### config.mk
export PLATFORM = sky130hd
export DESIGN_NAME = clock_display_sequencer
export DESIGN_NICKNAME = d
export VERILOG_FILES = /design/src/rtl/clock_display_sequencer.sv
export SDC_FILE = /design/constraint.sdc
export NUM_CORES = 1
export LEC_CHECK = 0
export BUFFER_PORTS_ARGS = -buffer_cell sky130_fd_sc_hd__buf_4
export CAP_MARGIN = 20
export CORE_UTILIZATION = 58
export CTS_CLUSTER_DIAMETER = 30
export DETAILED_ROUTE_END_ITERATION = 6
export PLACE_DENSITY = 0.77
export REMOVE_ABC_BUFFERS = 1
export SLEW_MARGIN = 25
export SYNTH_ARGS = -nofsm -noshare
export SYNTH_HDL_FRONTEND = slang
export SYNTH_SLANG_ARGS = --single-unit
### constraint.sdc
create_clock -name pixelclock -period 3.7 [get_ports pixelclock]
set_clock_uncertainty 0.15 [all_clocks]
set_input_delay 0.925 -clock pixelclock [delete_from_list [all_inputs] [get_ports pixelclock]]
set_output_delay 0.925 -clock pixelclock [all_outputs]
set_load 0.03 [all_outputs]
### src/rtl/clock_display_sequencer.sv
// Scans an "HH:MM:SS" time string across a band of video lines, producing a
// glyph index and bitmap bit index per pixel for a downstream glyph ROM.
module clock_display_sequencer #(
  parameter int unsigned BOX_SIZE  = 10,
  parameter int unsigned START_ROW = 35
) (
  input  logic        pixelclock,
  input  logic        resetn,
  input  logic        frame_start,
  input  logic        line_start,
  input  logic        draw,
  input  logic [23:0] time_bcd,
  output logic [3:0]  glyph_sel,
  output logic [3:0]  bit_index,
  output logic        pixel_valid,
  output logic        busy
);

  localparam int unsigned LINE_W = 10;
  localparam int unsigned CMP_W  = 11;
  localparam int unsigned REP_W  = 4;

  localparam logic [LINE_W-1:0] LINE_MAX = '1;
  localparam logic [CMP_W-1:0]  BAND_LO  = CMP_W'(START_ROW);
  localparam logic [CMP_W-1:0]  BAND_HI  = CMP_W'(START_ROW + 5 * BOX_SIZE - 1);
  localparam logic [REP_W-1:0]  REP_MAX  = REP_W'(BOX_SIZE - 1);
  localparam logic [3:0]        GLYPH_COLON = 4'd10;
  localparam logic [3:0]        GLYPH_BLANK = 4'd15;

  typedef enum logic [1:0] {
    IDLE  = 2'd0,
    ARMED = 2'd1,
    SCAN  = 2'd2,
    DONE  = 2'd3
  } state_t;

  state_t              state_q, state_d;
  logic [LINE_W-1:0]   line_q, line_d;
  logic [REP_W-1:0]    v_rep_q;
  logic [2:0]          row_q;
  logic [REP_W-1:0]    h_rep_q;
  logic [1:0]          col_q;
  logic [2:0]          char_q;
  logic [23:0]         shadow_q;
  logic                frame_seen_q;
  logic [3:0]          glyph_sel_q;
  logic [3:0]          bit_index_q;
  logic                pixel_valid_q;
  logic                busy_q;

  logic                next_in_band_c;
  logic                band_first_c;
  logic                pix_c;
  logic                last_pix_c;
  logic [3:0]          digit_c;
  logic [3:0]          glyph_c;
  logic [3:0]          bit_c;

  // Line counter next value and band membership of the line about to start
  always_comb begin
    line_d = line_q;
    if (frame_start) begin
      line_d = '0;
    end else if (line_start && (line_q != LINE_MAX)) begin
      line_d = line_q + 10'd1;
    end
    next_in_band_c = line_start && !frame_start &&
                     ({1'b0, line_d} >= BAND_LO) && ({1'b0, line_d} <= BAND_HI);
    band_first_c   = next_in_band_c && ({1'b0, line_d} == BAND_LO);
  end

  // Current pixel decode: character digit, glyph and bitmap index
  always_comb begin
    pix_c      = !frame_start && draw && ((state_q == ARMED) || (state_q == SCAN));
    last_pix_c = (char_q == 3'd7) && (col_q == 2'd3) && (h_rep_q == REP_MAX);
    case (char_q)
      3'd0:    digit_c = shadow_q[23:20];
      3'd1:    digit_c = shadow_q[19:16];
      3'd3:    digit_c = shadow_q[15:12];
      3'd4:    digit_c = shadow_q[11:8];
      3'd6:    digit_c = shadow_q[7:4];
      3'd7:    digit_c = shadow_q[3:0];
      default: digit_c = 4'd0;
    endcase
    if ((char_q == 3'd2) || (char_q == 3'd5)) begin
      glyph_c = GLYPH_COLON;
    end else if (digit_c > 4'd9) begin
      glyph_c = GLYPH_BLANK;
    end else begin
      glyph_c = digit_c;
    end
    bit_c = 4'(row_q) * 4'd3 + 4'(col_q);
  end

  always_comb begin
    state_d = state_q;
    if (frame_start) begin
      state_d = IDLE;
    end else begin
      case (state_q)
        IDLE:    if (next_in_band_c && frame_seen_q) state_d = ARMED;
        ARMED: begin
          if (draw) begin
            state_d = SCAN;
          end else if (line_start && !next_in_band_c) begin
            state_d = IDLE;
          end
        end
        SCAN:    if (!draw || last_pix_c) state_d = DONE;
        DONE:    if (line_start) state_d = next_in_band_c ? ARMED : IDLE;
        default: state_d = IDLE;
      endcase
    end
  end

  always_ff @(posedge pixelclock) begin
    if (!resetn) begin
      state_q       <= IDLE;
      line_q        <= '0;
      v_rep_q       <= '0;
      row_q         <= '0;
      h_rep_q       <= '0;
      col_q         <= '0;
      char_q        <= '0;
      shadow_q      <= '0;
      frame_seen_q  <= 1'b0;
      glyph_sel_q   <= '0;
      bit_index_q   <= '0;
      pixel_valid_q <= 1'b0;
      busy_q        <= 1'b0;
    end else begin
      state_q <= state_d;
      busy_q  <= (state_d == SCAN);
      line_q  <= line_d;

      // Vertical glyph row tracking: BOX_SIZE lines per glyph row
      if (frame_start) begin
        shadow_q     <= time_bcd;
        frame_seen_q <= 1'b1;
        v_rep_q      <= '0;
        row_q        <= '0;
      end else if (band_first_c) begin
        v_rep_q <= '0;
        row_q   <= '0;
      end else if (next_in_band_c) begin
        if (v_rep_q == REP_MAX) begin
          v_rep_q <= '0;
          row_q   <= row_q + 3'd1;
        end else begin
          v_rep_q <= v_rep_q + 4'd1;
        end
      end

      // Horizontal position; counters sit at zero whenever no pixel is scanned
      if (pix_c) begin
        if (h_rep_q == REP_MAX) begin
          h_rep_q <= '0;
          col_q   <= col_q + 2'd1;
          if (col_q == 2'd3) begin
            char_q <= char_q + 3'd1;
          end
        end else begin
          h_rep_q <= h_rep_q + 4'd1;
        end
      end else begin
        h_rep_q <= '0;
        col_q   <= '0;
        char_q  <= '0;
      end

      pixel_valid_q <= 1'b0;
      if (pix_c && (col_q != 2'd3) && (glyph_c != GLYPH_BLANK)) begin
        pixel_valid_q <= 1'b1;
        glyph_sel_q   <= glyph_c;
        bit_index_q   <= bit_c;
      end
    end
  end

  assign glyph_sel   = glyph_sel_q;
  assign bit_index   = bit_index_q;
  assign pixel_valid = pixel_valid_q;
  assign busy        = busy_q;

endmodule

==> Word level (Yosys, flattened, before mapping) <==
Cells that the tools add are included.
{ "totals": {"regBits": 63, "inputBits": 29, "output_inout_bits": 10} }
{ "op_classes": {"addsub": 7, "n_mul": 1, "magnitude_cmp": 3, "eq_ne": 18, "n_mux": 15, "n_bitwise": 2, "reduce_logical": 26} }
{ "op_table": {"columns": ["operator", "n"], "rows": [
  ["case mux 4 bit (6 select lines)", 1],
  ["two-way mux 10 bit", 2],
  ["logical AND 1 bit", 13],
  ["== test 3 bit, second input constant", 4],
  ["two-way mux 2 bit", 6],
  ["two-way mux 4 bit", 3],
  ["adder 10 x 1 -> 10 bit, second input constant", 1],
  ["== test 10 x 6 -> 1 bit, second input constant", 1],
  ["greater-or-equal comparator 10 x 6 -> 1 bit, second input constant", 1],
  ["<= comparator 10 x 7 -> 1 bit, second input constant", 1],
  ["inequality test 10 bit, second input constant", 1],
  ["adder 4 x 1 -> 4 bit, second input constant", 2],
  ["== test 2 bit, second input constant", 4],
  ["== test 4 bit, second input constant", 2],
  ["case mux 2 bit (4 select lines)", 1],
  ["adder 3 x 1 -> 3 bit, second input constant", 2],
  ["== test 3 x 2 -> 1 bit, second input constant", 2],
  ["AND reduction 2 bit", 3],
  ["OR reduction 3 bit", 2],
  ["adder 4 x 2 -> 4 bit", 1],
  ["greater-than comparator 4 bit, second input constant", 1],
  ["multiplier 3 x 2 -> 4 bit, second input constant", 1],
  ["inequality test 4 bit, second input constant", 1],
  ["== test 3 x 1 -> 1 bit, second input constant", 1],
  ["9 further kinds", 15]
]} }

==> Depth between registers and ports, before layout <==
Gate-level depths: netlist of run 1.
{ "logic_depth": {"word_depth": 14, "depth_mapped": 12} }

==> Worst setup path before layout of run 1 <==
OpenSTA, ideal clock, no wires.
{ "synth_path": {"path_kind": "in2reg", "from": "in line_start", "to": "reg row_q[1]", "setup_time_ps": 133, "arrival_ps": 2510, "setup_slack_ps": 907, "stages": 8, "cell_sequence": "and4_1 -> mux2i_1 -> a41oi_1 -> nor4b_2 -> nand2_2 -> nor4b_4 -> mux2i_1 -> nor2_1"} }
{ "synth_between": {"elab_chain_cells": 8, "elab_cells_between_ends": 12, "classes_between": "order compare (2); eq/ne (1); mux (2); reduce/logical (7)"} }
{ "synth_rtl": {"columns": ["item", "line", "text"], "rows": [
  ["start, declared", "10", "input logic line_start,"],
  ["logical AND 1 bit", "64", "end else if (line_start && (line_q != LINE_MAX)) begin"],
  ["two-way mux 10 bit", "64", null],
  ["two-way mux 10 bit", "62", "if (frame_start) begin"],
  ["greater-or-equal comparator 10 x 6 -> 1 bit", "68", "({1'b0, line_d} >= BAND_LO) && ({1'b0, line_d} <= BAND_HI);"],
  ["logical AND 1 bit", "67", "next_in_band_c = line_start && !frame_start &&"],
  ["logical AND 1 bit", "68", null],
  ["logical AND 1 bit", "69", "band_first_c = next_in_band_c && ({1'b0, line_d} == BAND_LO);"],
  ["OR reduction 3 bit (no source line)", null, null],
  ["end signal, assigned", "148", "row_q <= row_q + 3'd1;"],
  ["end, declared", "40", "logic [2:0] row_q;"]
]} }
Parallel ways exist; a longest one is shown, timed or not.
A chain may end at the register's enable or synchronous reset.

==> Final worst setup path of run 1 <==
{ "layout_path": {"from": "reg line_q[0]", "to": "reg state_q[0]"} }
{ "layout_between": {"elab_chain_cells": 13, "elab_cells_between_ends": 19, "classes_between": "add/sub (1); order compare (2); eq/ne (1); mux (9); reduce/logical (6)"} }
{ "layout_rtl": {"columns": ["item", "line", "text"], "rows": [
  ["start, declared", "38", "logic [LINE_W-1:0] line_q, line_d;"],
  ["start signal, assigned", "134", "line_q <= line_d;"],
  ["branches (longest 2 deep; another with adder 10 x 1 -> 10 bit)", null, null],
  ["two-way mux 10 bit (*)", "64", null],
  ["two-way mux 10 bit (*)", "62", null],
  ["greater-or-equal comparator 10 x 6 -> 1 bit", "68", null],
  ["logical AND 1 bit", "67", null],
  ["logical AND 1 bit (*)", "68", null],
  ["zero test 1 bit", "105", "end else if (line_start && !next_in_band_c) begin"],
  ["logical AND 1 bit", "105", null],
  ["two-way mux 2 bit", "105", null],
  ["two-way mux 2 bit", "103", "if (draw) begin"],
  ["case mux 2 bit (4 select lines) (*)", "100", "case (state_q)"],
  ["two-way mux 2 bit (*)", "97", "if (frame_start) begin"],
  ["end signal, assigned", "132", "state_q <= state_d;"],
  ["end, declared", "37", "state_t state_q, state_d;"]
]} }
Every way passes the cells marked *.

==> results of run 1 <==
-- per-layer routing --
layer | track usage | vias up | part of all wire
li1 | - | 1344 | -
met2 | 0.442 | 73 | 0.50
met1 | 0.271 | 1284 | 0.43
met5 | 0 | - | 0
met4 | 0.104 | 0 | 0.016
met3 | 0.0776 | 12 | 0.052
-- cells by family after synthesis --
group | synth area share
buffers and inverters | 0.0412
AO/OA/AOI/OAI | 0.171
adder cells (fa/ha/maj) | 0.0802
AND/OR/NAND/NOR | 0.199
XOR/XNOR | 0.0212
multiplexers | 0.106
flip-flops | 0.381
-- registers in the layout, indices dropped and copies added (netlist names) --
name / count
line_q: 10
row_q: 3
state_q: 2
v_rep_q: 4
col_q: 2
busy: 1
glyph_sel: 4
shadow_q: 24
frame_seen_q: 1
char_q: 3
pixel_valid: 1
h_rep_q: 4
bit_index: 4
-- layout by cell type, fill, tap and decap left out, types with 5 or more instances in the layout --
cell type and instances:
dfxtp_1 63, buf_4 39, clkbuf_8 11, inv_1 17
a22oi_1 5, nor3_1 7, nand2_1 13, and3_1 5
nor2_1 58, ha_1 18, nand3_1 6, xnor2_1 7
a21oi_1 17, o21ai_0 6, and2_1 5, mux2i_1 34
-- worst max path at each step --
stage / end / slack [ns] / depth (start not counted)
floorplan: row_q[1] / 0.90 / 8
global placement: row_q[1] / 0.55 / 9
detailed placement: row_q[1] / 0.49 / 9
CTS: state_q[0] / 0.73 / 9
global route: state_q[0] / 0.48 / 9
finish: state_q[0] / 0.71 / 9
-- cell type report --
type	instances	share of cell area
inverters	18	0.0176
clock buffers	13	0.0413
clock inverters	3	0.0169
repair buffers	39	0.0761
flip-flops and latches	63	0.328
well taps	72	0.0234
multi-input cells	259	0.497
-- stage by stage --
stage	power, µW	utilization
final	1470	0.698
after global routing	1520	0.698
after CTS	1480	0.698
after detailed placement	810	0.658
after global placement	808	0.658
after floorplan	764	-
-- critical path, cell delays in order, from the launching register on --
cell	delay, ns
dfxtp_1	0.47
ha_1	0.35
nand3_2	0.18
o31ai_4	0.33
mux2i_1	0.40
o211ai_1	0.18
a2bb2oi_4	0.30
nor2_2	0.11
o211a_1	0.25
and2_1	0.16
-- power breakdown --
part,internal [µW],switching [µW],leakage [µW]
Sequential,695,10.4,0.000513
Clock,416,261,0.000114
Combinational,45.4,44.2,0.000918
Total,1160,315,0.00154
==> summary.md, run 1 <==
| Metric | Value |
|---|---|
| Status | completed |
| Clock Tree Buf Depth | 2 |
| Count of state elements after synthesis | 63 |
| Worst path required time | 3.78 ns |
| Number of CTS-inserted buffers | 9 |
| Startpoint types | flop |
| Avg Cell Area, Syn | 9.29 µm² |
| Cell at the root of the clock tree | clkbuf_8 |
| Placed cell count | around 450 |
| Clock slew seen by the registers of the worst setup and hold paths | 0.07 ns |
| Cell count after synthesis | 356 |
| Count of vias placed by the detailed router | 2713 |
| Slew at the pin closest to its max-slew limit | 0.526 ns |
| Num rows | 27 |
| X dimension of the die | 77.5 µm |
| Total placed instance area | 3620 µm² |
| Initial Utilization | 0.601 |
| Capturing point of the worst reg2reg path | state_q[0] |
| DR pass1 iterations | 4 |
| Leading post-synthesis cells by cell area | dfxtp_1 38%, mux2i_1 10%, ha_1 6.8%, nor2_1 6.6%, a21oi_1 2.6% |
| Total inserted antenna cells | 0 |
| Layout cells sized above 1 | 0.187 |
| Critical R2R Launch | line_q[0] |
| Final cell area excluding filler cells | 3850 µm² |
| Boundary pin count | 39 |
| Gpl congestion | 0.820 |
| Combined flip-flop and latch cell area | ~1300 µm² |
| Fin cells | ~470 |
| Static leakage power | 0.00154 µW |
| Post-synthesis cell type with the largest combined area | dfxtp_1 |
| Worst Path Class, Setup | reg2reg |
| Main flop type after synthesis | dfxtp_1 |
| Setup total negative slack | 0 ns |
| Asr flop ratio synth | 0 |
| Worst slew margin | 0.648 |
| Hold depth | 2 |
| Count of unique library cells instantiated by Yosys | 68 |
| Residual DRC | 0 |
| Clock tree from TritonCTS | built |
| Sequential fraction of the synthesis area | 0.381 |
| Initial antenna violation count | 0 |
| Total length of routed wires | 6790 µm |
| Worst Hold Slack | 0.336 ns |
| Post-synth EDFFs | 0 |
| List of most frequent post-synthesis cells | 63 x dfxtp_1, 58 x nor2_1, 34 x mux2i_1, 18 x ha_1 |
| Setup fix buffers added after clock tree synthesis | 0 |
| Critical Path Source | line_q[0] |
| Area occupied by multi-input gates | about 1900 µm² |
| Final critical-path share of the clock period | 0.809 |
| Unrepaired setup endpoints after global routing | no |
| Standard cell core area | 5510 µm² |
| Worst EP arrival | about 3.1 ns |
| F_max | 334 MHz |
| Maximum level of the CTS H-tree | 3 |
| Hold Fails Final Rpt | 0 |
| Endpoint kind of the worst setup timing path | flop |
| Hold Crit Endpoint | glyph_sel[0] |
| Detailed placement HPWL | 4800 µm |
| Average routed wire per standard cell | 14.5 µm |
| Number of DRC violations after detailed-routing iteration 0 | about 160 |
| Count of maximum capacitance violations | 0 |
| Via-per-instance ratio | 5.81 |
| All-Layer GR Usage | 0.248 |
| Final setup vio count | 0 |
| Clock latency of the later-clocked register in the worst-skew pair | 0.34 ns |
| Startpoint of the worst hold path | glyph_sel[0] |
| Maximum fanout along the worst path | 9 |
| Via count of the first global-routing pass | 2698 |
| First-pass GRT wire length | 11800 µm |
| Number of sinks driven by the clock tree | 63 |
| Minimum setup slack after placement | approximately 0.49 ns |
| Die Footprint | 6010 µm² |
| Vertical extent of the die | approximately 78 µm |
| Net count, final | 439 |
| Area share of the largest cell type after synthesis | 0.381 |
| Max Transition Viols Final | 0 |
| Yosys synthesis warning count | 0 |
| Post-synthesis to final-layout area growth | 16.3% |
| GR Overflow Total | 0 |
| Buffers on Ports | 38 |
| Setup WS post-layout | 0.706 ns |
| IR Drop Worst-Case VDD | 338 µV |
| Most used standard cell by instance count after synthesis | dfxtp_1 |
| Number of cells on the worst reg-to-reg path | 9 |
| Hold-fix buffers, CTS | 0 |
| Hold Path Class | reg2reg |
| Min Tclk post-route | roughly 3.0 ns |
| Count of antenna-violating nets left after detailed routing | 0 |
| Resized cells post-CTS | 0 |
| Maximum number of pins on one net before global-route repair | 36 |
| Total power per unit cell area | 383 nW/µm² |
| Netlist Area Pre-Place | around 3300 µm² |
| Reg-to-reg setup timing slack | 0.71 ns |
| Number of fillers in the final layout | approximately 450 |
(Power assumes the default switching activity.)
==> inputs of run 2 (changes only) <==
--- a/config.mk
+++ b/config.mk
@@ -5,12 +5,13 @@
 export SDC_FILE = /design/constraint.sdc
 export NUM_CORES = 1
 export LEC_CHECK = 0
+export ABC_AREA = 1
 export BUFFER_PORTS_ARGS = -buffer_cell sky130_fd_sc_hd__buf_4
 export CAP_MARGIN = 20
 export CORE_UTILIZATION = 58
 export CTS_CLUSTER_DIAMETER = 30
 export DETAILED_ROUTE_END_ITERATION = 6
-export PLACE_DENSITY = 0.77
+export PLACE_DENSITY = 0.78
 export REMOVE_ABC_BUFFERS = 1
 export SLEW_MARGIN = 25
 export SYNTH_ARGS = -nofsm -noshare
==> constraint.sdc (replaced) <==
create_clock -name pixelclock -period 3.05 [get_ports pixelclock]
set_clock_uncertainty 0.15 [all_clocks]
set_input_delay 0.7625 -clock pixelclock [delete_from_list [all_inputs] [get_ports pixelclock]]
set_output_delay 0.7625 -clock pixelclock [all_outputs]
set_load 0.03 [all_outputs]
==> run 2 against run 1 <==
Effect of this change:
- critical path type unchanged
- largest cell class unchanged
- clock power rose by 6.8%
- non-clock buffer count grew 5
- synthesized cell count grew 24%
- highest routed layer unchanged
- flip-flop and latch count did not move
- cell count grew 20%
- critical endpoint is now busy
- die area shrank 1.8%
==> summary.md, run 2 <==
| Metric | Value |
|---|---|
| Status | completed |
| Asr flop ratio synth | 0 (unchanged) |
| Initial Utilization | 0.620 (+0.0194) |
| Largest registers | shadow_q: 24 flops, line_q: 10 flops |
| F_max | 381 MHz (+14%) |
| Worst Path Class, Setup | reg2reg |
| Static leakage power | 0.00172 µW (+11%) |
| Number of CTS-inserted buffers | 9 (unchanged) |
| Post-synthesis to final-layout area growth | 17.1% |
| All-Layer GR Usage | 0.266 (+0.0174) |
| Detailed placement HPWL | 5150 µm (+7.3%) |
| Post-synthesis cell type with the largest combined area | dfxtp_1 |
| Net count, final | 534 (+22%) |
| Via count of the first global-routing pass | 2873 (+6.5%) |
| Endpoint kind of the worst setup timing path | flop |
| Layout cells sized above 1 | 0.174 (-0.0135) |
| Gpl congestion | 0.814 (-0.78%) |
| GR Overflow Total | 0 (unchanged) |
| Slew at the pin closest to its max-slew limit | 0.501 ns (-0.0245 ns) |
| Most used standard cell by instance count after synthesis | nand2_1 |
| Num rows | 26 (-3.7%) |
| Clock latency of the later-clocked register in the worst-skew pair | 0.33 ns (about the same) |
| Leading cell type in the layout, fill and taps excluded | nand2_1 |
| Sequential fraction of the synthesis area | 0.388 (+0.00705) |
| Die Footprint | 5900 µm² (-1.8%) |
| Vertical extent of the die | 76.8 µm (-0.89%) |
| Share of total power consumed by net switching | 0.225 (+0.0103) |
| Residual DRC | 0 (unchanged) |
| Relative contribution of the clock network to total power | 0.427 (-0.033) |
| Boundary pin count | 39 (unchanged) |
| Clock slew seen by the registers of the worst setup and hold paths | 0.07 ns (about the same) |
| First-pass GRT wire length | 12600 µm (+6.6%) |
| Part of the total power dissipated in combinational logic | 0.066 (+0.005) |
| Maximum fanout along the worst path | 17 (+8) |
| Maximum number of pins on one net before global-route repair | 33 (-8.3%) |
| Main flop type after synthesis | dfxtp_1 |
| Total length of routed wires | 7170 µm (+5.6%) |
| Switching power | 380 µW (+21%) |
| Clock tree from TritonCTS | built |
| Cell Int Power | 1310 µW (+14%) |
| Initial antenna violation count | 0 (unchanged) |
| Leading post-synthesis cells by cell area | dfxtp_1 39%, nand2_1 8.4%, nor2_1 8.0%, ha_1 6.9%, inv_1 6.4% |
| Count of antenna-violating nets left after detailed routing | 0 (unchanged) |
| Cell at the root of the clock tree | clkbuf_8 |
| Avg Cell Area, Syn | 7.33 µm² (-21%) |
| Setup total negative slack | 0 ns (unchanged) |
| Commonest non-fill, non-tap cells in the layout | 73 x nand2_1, 69 x nor2_1, 63 x dfxtp_1 |
| Hold-fix buffers, CTS | 0 (unchanged) |
| Buffers on Ports | 38 (unchanged) |
| Count of unique library cells instantiated by Yosys | 44 (-35%) |
| Number of fillers in the final layout | 428 (-4.7%) |
| Clock Tree Buf Depth | 2 (unchanged) |
| List of most frequent post-synthesis cells | 73 x nand2_1, 69 x nor2_1, 63 x dfxtp_1, 55 x inv_1, 39 x o21ai_0 |
| Area share of the largest cell type after synthesis | 0.388 (+0.00705) |
| IR Drop Worst-Case VDD | 269 µV (-20%) |
| Hold Path Class | reg2reg |
| Min Tclk post-route | 2.63 ns (-0.368 ns) |
| Count of state elements after synthesis | 63 (unchanged) |
| Total inserted antenna cells | 0 (unchanged) |
| Share of total power in sequential cells | 0.507 (+0.028) |
| Post-synth EDFFs | 0 (unchanged) |
| Worst EP arrival | 2.74 ns (-0.33 ns) |
| Area occupied by multi-input gates | 1710 µm² (-10%) |
| Count of maximum capacitance violations | 0 (unchanged) |
| Number of DRC violations after detailed-routing iteration 0 | 155 (-4.3%) |
| Startpoint types | flop |
| Resized cells post-CTS | 0 (unchanged) |
| Setup fix buffers added after clock tree synthesis | 0 (unchanged) |
| Final critical-path share of the clock period | 0.861 (+0.0517) |
| Yosys synthesis warning count | 0 (unchanged) |
| Worst path required time | 3.16 ns (-0.62 ns) |
| Worst Hold Slack | 0.309 ns (-0.0266 ns) |
| Count of vias placed by the detailed router | 2981 (+9.9%) |
| Number of sinks driven by the clock tree | 63 (unchanged) |
| DR pass1 iterations | 4 (unchanged) |
| Netlist Area Pre-Place | 3250 µm² (-1.8%) |
| Cell count after synthesis | 443 (+24%) |
| Maximum level of the CTS H-tree | 3 (unchanged) |
| Final setup vio count | 0 (unchanged) |
| Top register by number of flip-flops | shadow_q |
| Via-per-instance ratio | 5.33 (-8.2%) |
| Max reg flops | 24 (unchanged) |
| Average routed wire per standard cell | 12.8 µm (-12%) |
| Unrepaired setup endpoints after global routing | no |
| Standard cell core area | 5240 µm² (-4.9%) |
| Total power per unit cell area | 445 nW/µm² (+16%) |
| Max Transition Viols Final | 0 (unchanged) |
| X dimension of the die | 76.8 µm (-0.89%) |
| Worst slew margin | 0.663 (+0.0154) |
| Combined flip-flop and latch cell area | 1260 µm² (unchanged) |
| Hold Fails Final Rpt | 0 (unchanged) |
==> run 2: cell families after synthesis <==
kind of cell | Yosys count | share of synthesized area
buffers and inverters | 70 | 0.0844
AO/OA/AOI/OAI | 78 | 0.139
XOR/XNOR | 4 | 0.0108
AND/OR/NAND/NOR | 208 | 0.296
adder cells (fa/ha/maj) | 20 | 0.0817
flip-flops | 63 | 0.388
==> run 2: layout make-up <==
cell class	instances	area share
clock buffers	12	0.0408
inverters	57	0.0562
flip-flops and latches	63	0.332
clock inverters	3	0.0112
multi-input cells	310	0.450
well taps	70	0.0230
repair buffers	44	0.0868
==> run 2: worst max-delay path: stages, from the launching register on <==
cell     delay (ns)
dfxtp_1        0.42
ha_1           0.27
nand3_1        0.12
nor2_2         0.13
nand2_4        0.14
nand2_1        0.09
nand2_1        0.05
nand3_1        0.15
nand3_1        0.18
nand2_1        0.12
nand3_2        0.12
nand3_4        0.16
o21ai_0        0.10
a21oi_1        0.16
nand2_1        0.09
nor2_1         0.11
==> run 2: through the flow <==
stage / area, µm² / worst slack [ns] / power, µW / instances / utilization
floorplan: 3190 / 0.306 / 929 / 430 / -
global placement: 3610 / 0.425 / 985 / 544 / 0.688
detailed placement: 3610 / 0.328 / 989 / 544 / 0.688
CTS: 3800 / 0.441 / 1710 / 559 / 0.726
global route: 3800 / 0.196 / 1760 / 559 / 0.726
finish: 3800 / 0.425 / 1690 / 559 / 0.726
==> run 2: metal layers <==
layer	wire length [µm]	track usage	up-vias
met1	3110	0.300	1370
met4	146	0.110	0
met2	3600	0.469	74
li1	-	-	1522
met5	0	0	-
met3	311	0.0726	15
==> run 2: power by group through the flow <==
stage | sequential [µW] | combinational, µW | clock, µW
floorplan | 873 | 56.0 | 0
global placement | 876 | 109 | 0
detailed placement | 876 | 113 | 0
CTS | 858 | 113 | 742
global route | 860 | 126 | 779
finish | 859 | 112 | 723
==> run 2: final timing paths <==
path                            slack (ns)          from  cells after the start            to
worst min register to register        0.31  shadow_q[23]                      2  shadow_q[23]
worst max register to register        0.42     line_q[0]                     15          busy
worst min-delay path                  0.31  shadow_q[23]                      2  shadow_q[23]
worst max-delay path                  0.42     line_q[0]                     15          busy
